## config.mk

```make
export PLATFORM = sky130hd
export DESIGN_NAME = c5_mem_ctrl
export DESIGN_NICKNAME = d
export VERILOG_FILES = /design/src/rtl/c5_mem_pkg.sv /design/src/rtl/c5_wait_cnt.sv /design/src/rtl/c5_mem_ctrl.sv
export SDC_FILE = /design/constraint.sdc
export NUM_CORES = 1
export LEC_CHECK = 0
export CAP_MARGIN = 0
export CELL_PAD_IN_SITES_DETAIL_PLACEMENT = 2
export CELL_PAD_IN_SITES_GLOBAL_PLACEMENT = 2
export CORE_MARGIN = 5
export CORE_UTILIZATION = 31
export CTS_BUF_LIST = sky130_fd_sc_hd__clkbuf_16
export CTS_CLUSTER_DIAMETER = 80
export DETAILED_ROUTE_END_ITERATION = 10
export PLACE_DENSITY_LB_ADDON = 0.05
export RECOVER_POWER = 25
export SYNTH_ARGS = -nofsm -noshare
export SYNTH_HDL_FRONTEND = slang
export SYNTH_HIERARCHICAL = 1
export SYNTH_SLANG_ARGS = --single-unit
```

## constraint.sdc

```tcl
create_clock -name I_clk -period 6.1 [get_ports I_clk]
set_clock_uncertainty 0.2 [all_clocks]
set_input_delay 1.22 -clock I_clk [delete_from_list [all_inputs] [get_ports I_clk]]
set_output_delay 1.22 -clock I_clk [all_outputs]
set_load 0.02 [all_outputs]
```

## src/rtl/c5_mem_pkg.sv

```systemverilog
// Shared types and constants for the c5 SRAM responder: FSM states, widths
// and the big-endian byte-lane mapping of a 32-bit word onto two halfwords.
package c5_mem_pkg;
    localparam int HALF_W = 16;
    localparam int WAIT_W = 4;

    // byte_we[3:2] drive the HI halfword (bits 31:16), byte_we[1:0] the LO one
    localparam int BE_HI_LSB = 2;
    localparam int BE_LO_LSB = 0;
    localparam logic [1:0] BE_READ = 2'b11;

    typedef enum logic [1:0] {
        IDLE,
        HI,
        LO,
        DONE
    } mem_state_t;
endpackage

```

## src/rtl/c5_wait_cnt.sv

```systemverilog
// Loadable wait-state down-counter; parks at zero and flags it.
module c5_wait_cnt
    import c5_mem_pkg::*;
(
    input  logic              clk,
    input  logic              rst_n,
    input  logic              load,
    input  logic [WAIT_W-1:0] load_val,
    output logic              zero
);
    logic [WAIT_W-1:0] cnt;

    always_ff @(posedge clk or negedge rst_n) begin
        if (!rst_n)          cnt <= '0;
        else if (load)       cnt <= load_val;
        else if (cnt != '0)  cnt <= cnt - 1'b1;
    end

    assign zero = (cnt == '0);
endmodule

```

## src/rtl/c5_mem_ctrl.sv

```systemverilog
// c5_cpu bus responder: splits each 32-bit access into HI/LO halfword
// accesses on a 16-bit async SRAM, stalling the CPU while in flight.
module c5_mem_ctrl
    import c5_mem_pkg::*;
#(
    parameter int WAIT_CYCLES = 2,
    parameter int EXT_AW      = 19
) (
    input  logic              I_clk,
    input  logic              I_rst_n,
    input  logic              I_enable,
    input  logic [31:2]       I_address,
    input  logic [3:0]        I_byte_we,
    input  logic [31:0]       I_data_w,
    output logic [31:0]       O_data_r,
    output logic              O_mem_pause,
    output logic [EXT_AW-1:0] O_ext_addr,
    output logic              O_ext_cs,
    output logic              O_ext_we,
    output logic [1:0]        O_ext_be,
    output logic [15:0]       O_ext_data_w,
    input  logic [15:0]       I_ext_data_r
);
    localparam logic [WAIT_W-1:0] CNT_INIT = WAIT_W'(WAIT_CYCLES - 1);

    mem_state_t        state_q, state_d;
    logic [EXT_AW-2:0] addr_q;
    logic [3:0]        we_q;
    logic [31:0]       wdata_q;
    logic [31:0]       data_r_q;
    logic              cnt_load, cnt_zero;
    logic              is_wr, in_xfer, in_lo;
    logic              unused_addr;

    assign unused_addr = ^I_address[31:EXT_AW+1];

    c5_wait_cnt u_wait_cnt (
        .clk      (I_clk),
        .rst_n    (I_rst_n),
        .load     (cnt_load),
        .load_val (CNT_INIT),
        .zero     (cnt_zero)
    );

    assign is_wr   = |we_q;
    assign in_lo   = (state_q == LO);
    assign in_xfer = (state_q == HI) || in_lo;

    always_comb begin
        state_d  = state_q;
        cnt_load = 1'b0;
        case (state_q)
            IDLE: if (I_enable) begin
                cnt_load = 1'b1;
                // writes that leave the upper halfword untouched go straight to LO
                if ((|I_byte_we) && (I_byte_we[BE_HI_LSB +: 2] == 2'b00)) state_d = LO;
                else                                                      state_d = HI;
            end
            HI: if (cnt_zero) begin
                if (is_wr && (we_q[BE_LO_LSB +: 2] == 2'b00)) begin
                    state_d = DONE;
                end else begin
                    state_d  = LO;
                    cnt_load = 1'b1;
                end
            end
            LO:      if (cnt_zero) state_d = DONE;
            DONE:    state_d = IDLE;
            default: state_d = IDLE;
        endcase
    end

    always_ff @(posedge I_clk or negedge I_rst_n) begin
        if (!I_rst_n) begin
            state_q  <= IDLE;
            addr_q   <= '0;
            we_q     <= '0;
            wdata_q  <= '0;
            data_r_q <= '0;
        end else begin
            state_q <= state_d;
            if ((state_q == IDLE) && I_enable) begin
                addr_q  <= I_address[EXT_AW:2];
                we_q    <= I_byte_we;
                wdata_q <= I_data_w;
            end
            if (!is_wr && cnt_zero) begin
                if (state_q == HI)      data_r_q[HALF_W +: HALF_W] <= I_ext_data_r;
                else if (state_q == LO) data_r_q[0 +: HALF_W]      <= I_ext_data_r;
            end
        end
    end

    // Bus side is decoded from the latched request so CPU changes are ignored mid-access
    assign O_data_r     = data_r_q;
    assign O_mem_pause  = I_rst_n && (((state_q == IDLE) && I_enable) || in_xfer);
    assign O_ext_cs     = in_xfer;
    assign O_ext_we     = in_xfer && is_wr;
    assign O_ext_addr   = {addr_q, in_lo};
    assign O_ext_data_w = in_lo ? wdata_q[0 +: HALF_W] : wdata_q[HALF_W +: HALF_W];

    always_comb begin
        O_ext_be = 2'b00;
        if (in_xfer) begin
            if (!is_wr)     O_ext_be = BE_READ;
            else if (in_lo) O_ext_be = we_q[BE_LO_LSB +: 2];
            else            O_ext_be = we_q[BE_HI_LSB +: 2];
        end
    end
endmodule

```

# Word-level counts from Yosys, hierarchy flattened
# Index checks and enable logic that the tools add are counted.
[totals]
regBits = 92
in_bits = 85
output_inout_bits = 72
[op_classes]
addsub = 1
n_eq_ne = 6
muxes = 16
bitwise_logic = 1
n_reduce_logical = 20
[ops]
columns = ["op", "count"]
rows = [
  ["$mux 16", 1],
  ["$mux 2", 7],
  ["$mux 4", 2],
  ["$pmux 2 s4", 1],
  ["$reduce_or 4->1", 2],
  ["$logic_and 1x1->1", 6],
  ["$logic_not 2->1", 3],
  ["$ne 2x2->1 const B", 3],
  ["$reduce_and 3->1", 2],
  ["$eq 2x2->1 const B", 2],
  ["$logic_not 4->1", 1],
  ["$mux 1", 4],
  ["$reduce_bool 4->1", 1],
  ["$sub 4x1->4 const B", 1],
  ["$eq 2x1->1 const B", 1],
  ["$logic_or 1x1->1", 2],
  ["$pmux 1 s2", 1],
  ["$reduce_and 2->1", 1],
  ["$reduce_bool 2->1", 1],
  ["$logic_not 1->1", 1],
  ["$not 1->1", 1],
]

# Logic depth before layout (Yosys ltp)
# Gate-level depths: netlist of run 1.
[logic_depth]
word_depth = 6
mapped_depth = 8
depth_no_buf = 7

# Hierarchy
# Netlist of run 1, hierarchy kept.
[modules_own_cells]
columns = ["module", "n_inst", "cells_per_inst", "area_per_inst_um2"]
rows = [
  ["c5_mem_ctrl", 1, 237, 3824.9],
  ["c5_wait_cnt", 1, 22, 234.0],
]

# Worst setup path after synthesis of run 1
# No wires, ideal clock.
[synth_path]
path_type = "input to output"
startpoint = "input I_enable"
endpoint = "output O_mem_pause"
arrival_time_ns = 1.589
t_required_ns = 4.680
slack_ns = 3.091
cell_stages = 2
cell_sequence = "a21oi_1 nor2b_1"
[synth_between]
elab_chain_cells = 3
[synth_rtl]
columns = ["item", "line_no", "rtl"]
rows = [
  ["start: declaration", "c5_mem_ctrl.sv:11", "input logic I_enable,"],
  ["$logic_and 1x1->1", "c5_mem_ctrl.sv:96", "assign O_mem_pause = I_rst_n && (((state_q == IDLE) && I_enable) || in_xfer);"],
  ["$logic_or 1x1->1", "c5_mem_ctrl.sv:96", ""],
  ["$logic_and 1x1->1", "c5_mem_ctrl.sv:96", ""],
  ["end: declaration", "c5_mem_ctrl.sv:16", "output logic O_mem_pause,"],
]
# Every way passes these cells.

# Final worst setup path of run 1
[layout_path]
startpoint = "input I_rst_n"
endpoint = "output O_mem_pause"
[layout_between]
elab_chain_cells = 1
[layout_rtl]
columns = ["item", "line_no", "rtl"]
rows = [
  ["start: declaration", "c5_mem_ctrl.sv:10", "input logic I_rst_n,"],
  ["$logic_and 1x1->1", "c5_mem_ctrl.sv:96", ""],
]
# Every way passes these cells.

==> qor.yml, run 1 <==
synth:
  synthDistinctLibCells: 34
  synth_compound_area_share_pct: 2.07
  synth_xor_area_share_pct: 0.216
  syn_avg_cell_area_um2: 15.7
  postSynthCellCount: 259
  ys_seq_elements: 92
  synth_adder_area_share_pct: 1.23
  synthMuxAreaShare_pct: 31.7
  synth_top_family_by_area: "multiplexers"
  synth_edf_count: 0
  synth-async-reset-ratio_pct: 100
  synth_simple_gate_area_share_pct: 4.41
  seq_area_frac_synth_pct: 56.7
  synthFlopType: "dfrtp_1"
  synth_area_um2: 4060
  yosysWarnings: 6
worst_setup_path:
  critPathRequiredTime_ns: 4.68
  cp_slowest_cell: "clkbuf_1"
  end_kind: "primary output"
  cp_max_fo: 18
  ff2ff_setup_slack_ns: 3.22
  cp_cell_sequence: "clkbuf_1 -> nor2b_1 -> clkdlybuf4s50_1"
  critPathArrivalTime_ns: 2.76
  critPathLaunch: "I_rst_n"
  worstSetupStartpointType: "input pin"
  reg2reg_depth: 7
  worstReg2RegStart: "u_wait_cnt/cnt[0]"
  slowest_delay_ns: 0.67
  r2r-end: "u_wait_cnt/cnt[3]"
  setup.worst_path.class: "in2out"
routing:
  drtIter0Drc: 106
  first_pass_iters: 4
  wl_um: 10700
  wl_per_cell_um: 18.3
  ant_nets: 0
  drc_errors: 0
  vias: 2626
  avgViaCountPerCell: 4.50
floorplan:
  start_util_pct: 31.9
  die_w_um: 124
  fp-row-count: 41
  die_y_um: 124
  io-pin-count: 157
  core_um2: 12700
  dieArea_um2: 15500
job:
  maxCapViolCount: 1
global_route:
  grt_use_total_pct: 14.3
  grt_overflow: 0
  grt_pass1_wl_um: 17300
  grt_max_degree: 77
  antenna_found_initial: 0
  grt_pass1_vias: 3011
sta:
  fmax_mhz: 239
  period_needed_ns: 4.18
  relSlewSlack_pct: -29.1
  rsz0062_at_grt: "no"
  tns_ns: 0
  setup_violations: 0
  finalHoldViolCount: 0
  fin_crit_sh_pct: 68.6
  worst_pin_slew_ns: 1.94
  setup_ws_ns: 1.92
  drv_slew: 77
clock_network:
  cts_resized: 0
  cts_root_buf: "clkbuf_16"
  cts_sinks: 92
  clk_pin_slew_worst_paths_ns: 0.06
  cts-buffers-inserted: 9
  h-tree-depth: 3
  post_cts_buffers: 0
  hold_buffers: 0
  clock_latency_ns: 0.34
  cts_tree: "done"
  cts_max_path_buffers: 2
power_and_ir_drop:
  comb_power_share_pct: 50.4
  power.internal_mw: 2.07
  ir_drop_mv: 0.269
  power.switching_mw: 1.13
  p_leak_nw: 2.55
  pwr-share-clk_pct: 17.0
  p_sw_share_pct: 35.3
  powerDensity_nw_per_um2: 544
  power_frac_seq_pct: 32.6
min_path:
  hold_end: "wdata_q[28]"
  min_from: "wdata_q[28]"
  hold_depth: 1
  hold_path_class: "reg2reg"
final_layout:
  drive_above_1_share_pct: 28.4
  nFillCells: 1317
  diodes: 0
  syn2layout_area_growth_pct: 45.1
  final_nets: 496
outcome:
  status: "finished with violations"
  violations: "capacitance limit, slew limit"
place:
  pre_cts_ws_ns: 2.05
  place_hpwl_um: 7620
  port_buffers: 144
  place_congestion: 0.667
[registers in the layout, summed over array words and instances, names as in the netlist]
name / count
O_data_r: 32
wdata_q: 32
addr_q: 18
u_wait_cnt/cnt: 4
we_q: 4
state_q: 2
[power by group through the flow]
stage          clock network [mW]  registers [mW]  logic (mW)
2_1_floorplan                   0            1.19       0.806
3_3_place_gp                    0            1.04        1.61
3_5_place_dp                    0            1.06        1.64
4_1_cts                     0.571            1.05        1.66
5_1_grt                     0.599            1.08        1.73
6_report                    0.546            1.04        1.62
[worst max-delay path by stage]
stage,end,cells after the start
floorplan,O_mem_pause,2
global placement,O_mem_pause,4
detailed placement,O_mem_pause,4
CTS,O_mem_pause,4
global route,O_mem_pause,3
finish,O_mem_pause,3
[kinds of logic after synthesis]
kind of cell	after synthesis
simple gates	24
compound gates	12
xor+xnor	1
fa+ha+maj	4
mux	108
flops	92
other cells	2
buf+inv	16
[worst max-delay path, delay by kind of cell]
family	cells	cell delay (ns)
simple gates	1	0.22
buf+inv	2	1.31
[synthesized netlist by cell type (2+ instances only)]
cell type  instances  area (um2)
inv_1              5        18.8
dfrtp_1           92        2300
buf_12             2        40.0
conb_1             2        7.51
a21boi_0           2        15.0
nor3_1             4        20.0
nor2b_1            2        12.5
ha_1               4        50.1
nand2_4            2        22.5
mux2_1             7        78.8
nand2_1            5        18.8
mux2_2            76         856
buf_6              6        67.6
mux2_4            20         300
a21oi_1            2        10.0
mux2i_1            5        50.1
nor2_8             2        40.0
nor2_1             4        15.0
o21ai_0            2        10.0
[final cells by class]
| cell class | instances | area [um2] | area share [%] |
|---|---|---|---|
| Timing Repair Buffer | 146 | 1450 | 24.6 |
| Inverter | 5 | 18.8 | 0.319 |
| Tap cell | 172 | 215 | 3.65 |
| Clock inverter | 7 | 60.1 | 1.02 |
| Multi-Input combinational cell | 153 | 1620 | 27.5 |
| Clock buffer | 9 | 225 | 3.82 |
| Sequential cell | 92 | 2300 | 39.1 |
[per-stage QoR]
| stage | cells | instance area, um2 | utilization [%] | hold slack, ns | power [mW] |
|---|---|---|---|---|---|
| 2_1_floorplan | 261 | 4070 | - | 0.259 | 1.99 |
| 3_3_place_gp | 568 | 5610 | 44.1 | 0.271 | 2.65 |
| 3_5_place_dp | 568 | 5610 | 44.1 | 0.281 | 2.70 |
| 4_1_cts | 584 | 5900 | 46.4 | 0.296 | 3.28 |
| 5_1_grt | 584 | 5890 | 46.3 | 0.313 | 3.41 |
| 6_report | 584 | 5890 | 46.3 | 0.292 | 3.21 |
[routing by layer]
| metal | GRT usage (%) | share of wire [%] | wire (um) | up-vias |
|---|---|---|---|---|
| met3 | 4.50 | 5.3 | 564 | 12 |
| met2 | 22.8 | 50 | 5320 | 86 |
| met5 | 0 | 0 | 0 | - |
| li1 | - | - | - | 1202 |
| met4 | 5.80 | 1.6 | 172 | 0 |
| met1 | 17.9 | 43 | 4640 | 1326 |
[placed cells by master, fill, tap and decap left out, types with 2 or more instances in the layout]
cell type	n
conb_1	4
nor2_8	2
clkinvlp_4	2
clkdlybuf4s50_1	142
nor2b_1	2
a21boi_0	2
mux2_2	76
nor3_1	4
nand2_1	5
ha_1	4
a21oi_1	2
nand2_4	2
o21ai_0	2
mux2_1	7
mux2_4	20
clkinv_1	2
mux2i_1	5
inv_1	7
clkbuf_16	9
nor2_1	4
dfrtp_1	92
Note: power is estimated with default switching activity, not from simulation.
==> inputs of run 2 (changes only) <==
--- a/config.mk
+++ b/config.mk
@@ -9,7 +9,7 @@
 export CELL_PAD_IN_SITES_DETAIL_PLACEMENT = 2
 export CELL_PAD_IN_SITES_GLOBAL_PLACEMENT = 2
 export CORE_MARGIN = 5
-export CORE_UTILIZATION = 31
+export CORE_UTILIZATION = 29
 export CTS_BUF_LIST = sky130_fd_sc_hd__clkbuf_16
 export CTS_CLUSTER_DIAMETER = 80
 export DETAILED_ROUTE_END_ITERATION = 10
==> constraint.sdc (replaced) <==
create_clock -name I_clk -period 4.2 [get_ports I_clk]
set_clock_uncertainty 0.2 [all_clocks]
set_input_delay 0.84 -clock I_clk [delete_from_list [all_inputs] [get_ports I_clk]]
set_output_delay 0.84 -clock I_clk [all_outputs]
set_load 0.02 [all_outputs]
==> run 2 against run 1 <==
  * The run now ends clean
  * Power grew 47%
  * Final cell count rose by 1.7%
  * Via count rose by 1.3%
  * Global-route usage decreased by 1.1 points
  * Critical path depth increased by 3
  * Worst setup slack lost 1.1 ns
  * Sequential power rose by 45%
  * Cell area grew 0.81%
  * Largest cell class unchanged
  * Count of clock-buffer cells in the layout is the same
  * Critical endpoint is now O_ext_be[1]
  * Combinational power grew 43%
==> qor.yml, run 2 (synthesis gave the netlist of run 1 again) <==
clock_network:
  cts_max_path_buffers: 2  # unchanged
  clk_pin_slew_worst_paths_ns: 0.06  # about the same
  cts_resized: 0  # unchanged
  post_cts_buffers: 0  # unchanged
  cts-buffers-inserted: 9  # unchanged
  cts_tree: "done"
  h-tree-depth: 3  # unchanged
  clock_latency_ns: 0.34  # about the same
  cts_sinks: 92  # unchanged
  cts_root_buf: "clkbuf_16"
  hold_buffers: 0  # unchanged
worst_setup_path:
  setup.worst_path.class: "reg2out"
  worstSetupStartpointType: "flop"
  cp_max_fo: 21  # +3
  worstReg2RegStart: "u_wait_cnt/cnt[0]"
  critPathRequiredTime_ns: 3.16  # -1.52 ns
  end_kind: "primary output"
  critPathArrivalTime_ns: 2.32  # -0.44 ns
  critPathLaunch: "state_q[0]"
place:
  pre_cts_ws_ns: 0.912  # -1.14 ns
  port_buffers: 144  # unchanged
  place_congestion: 0.681  # +2.0%
  place_hpwl_um: 7600  # -0.34%
floorplan:
  start_util_pct: 29.4  # -2.5 points
  io-pin-count: 157  # unchanged
  dieArea_um2: 16500  # +6.3%
  fp-row-count: 43  # +4.9%
  die_y_um: 128  # +3.1%
  core_um2: 13800  # +8.7%
  die_w_um: 128  # +3.1%
power_and_ir_drop:
  total_power_mw: 4.70  # +47%
  power_frac_seq_pct: 32.2  # -0.4 points
  p_sw_share_pct: 34.6  # -0.75 points
  ir_drop_mv: 0.290  # +7.7%
  power.switching_mw: 1.63  # +44%
  comb_power_share_pct: 49.4  # -1.0 points
  power.internal_mw: 3.08  # +48%
  p_leak_nw: 2.57  # +0.59%
  powerDensity_nw_per_um2: 792  # +46%
  pwr-share-clk_pct: 18.4  # +1.4 points
sta:
  finalHoldViolCount: 0  # unchanged
  period_needed_ns: 3.36
  tns_ns: 0  # unchanged
  fin_crit_sh_pct: 80.1
  setup_violations: 0  # unchanged
  setup_ws_ns: 0.837  # -1.08 ns
  worst_pin_slew_ns: 1.35  # -0.592 ns
  fmax_mhz: 297
  rsz0062_at_grt: "no"
  drv_slew: 0  # -100%
  relSlewSlack_pct: 10.3  # +39 points
global_route:
  grt_pass1_vias: 2997  # -0.46%
  grt_overflow: 0  # unchanged
  grt_max_degree: 68  # -12%
  grt_pass1_wl_um: 16500  # -4.6%
  antenna_found_initial: 0  # unchanged
  grt_use_total_pct: 13.2  # -1.1 points
routing:
  wl_um: 10400  # -2.4%
  wl_per_cell_um: 17.6  # -4.1%
  drtIter0Drc: 74  # -30%
  drc_errors: 0  # unchanged
  first_pass_iters: 4  # unchanged
  avgViaCountPerCell: 4.48  # -0.45%
  ant_nets: 0  # unchanged
  vias: 2659  # +1.3%
outcome:
  status: "complete, no violations"
min_path:
  min_from: "addr_q[17]"
  hold_path_class: "reg2reg"
job:
  maxCapViolCount: 0  # -1
final_layout:
  final_nets: 498  # +0.40%
  nFillCells: 1367  # +3.8%
  most-common-layout-cells: "142 x clkdlybuf4s50_1, 92 x dfrtp_1, 76 x mux2_2, 20 x mux2_4, 9 x clkbuf_16"
  final_common_cell: "clkdlybuf4s50_1"
  drive_above_1_share_pct: 29.2  # +0.83 points
  syn2layout_area_growth_pct: 46.3
  diodes: 0  # unchanged
  seq_area_um2: 2300  # unchanged
  multi_input_area_um2: 1610  # -0.46%
-- run 2: through the flow --
step | util [%] | hold WS [ns] | cell area, um2 | std cells
3_5_place_dp | 40.8 | 0.285 | 5640 | 578
6_report | 42.9 | 0.294 | 5940 | 594
3_3_place_gp | 40.8 | 0.273 | 5640 | 578
2_1_floorplan | - | 0.259 | 4070 | 261
5_1_grt | 42.9 | 0.316 | 5940 | 594
4_1_cts | 43.1 | 0.300 | 5950 | 594
-- run 2: path summary, 6_finish.rpt --
check                                     to  cells past startpoint  slack (ns)
max                              O_ext_be[1]                      6        0.84
min                               addr_q[17]                      1        0.29
max reg2reg                u_wait_cnt/cnt[3]                      7        1.46
min reg2reg                       addr_q[17]                      1        0.29
max in group asynchronous          addr_q[2]                      3        1.39
min in group asynchronous        O_data_r[5]                      2        0.84
-- run 2: routing by layer --
metal	vias up	part of all wire (%)	GRT usage [%]
met1	1348	42	16.6
met3	12	8.7	5.21
met5	-	0	0
li1	1212	-	-
met2	87	47	20.0
met4	0	2.0	5.81
-- run 2: worst max-delay path, stage by stage, from the launching register on --
cell and delay, ns:
dfrtp_1 0.42, inv_1 0.10, ha_1 0.15, buf_4 0.30
mux2i_1 0.12, a21boi_0 0.23, clkdlybuf4s50_1 0.65
-- run 2: cell type report --
class                           count  area share (%)
Multi-Input combinational cell    153            27.2
Inverter                            5           0.316
Sequential cell                    92            38.8
Tap cell                          180            3.79
Clock inverter                      7            1.54
Timing Repair Buffer              148            24.6
Clock buffer                        9            3.79
-- run 2: power by group through the flow --
stage	logic, mW	clock network, mW	registers (mW)
2_1_floorplan	1.17	0	1.72
3_3_place_gp	2.34	0	1.51
3_5_place_dp	2.37	0	1.53
4_1_cts	2.38	0.911	1.52
5_1_grt	2.49	0.949	1.57
6_report	2.32	0.865	1.51
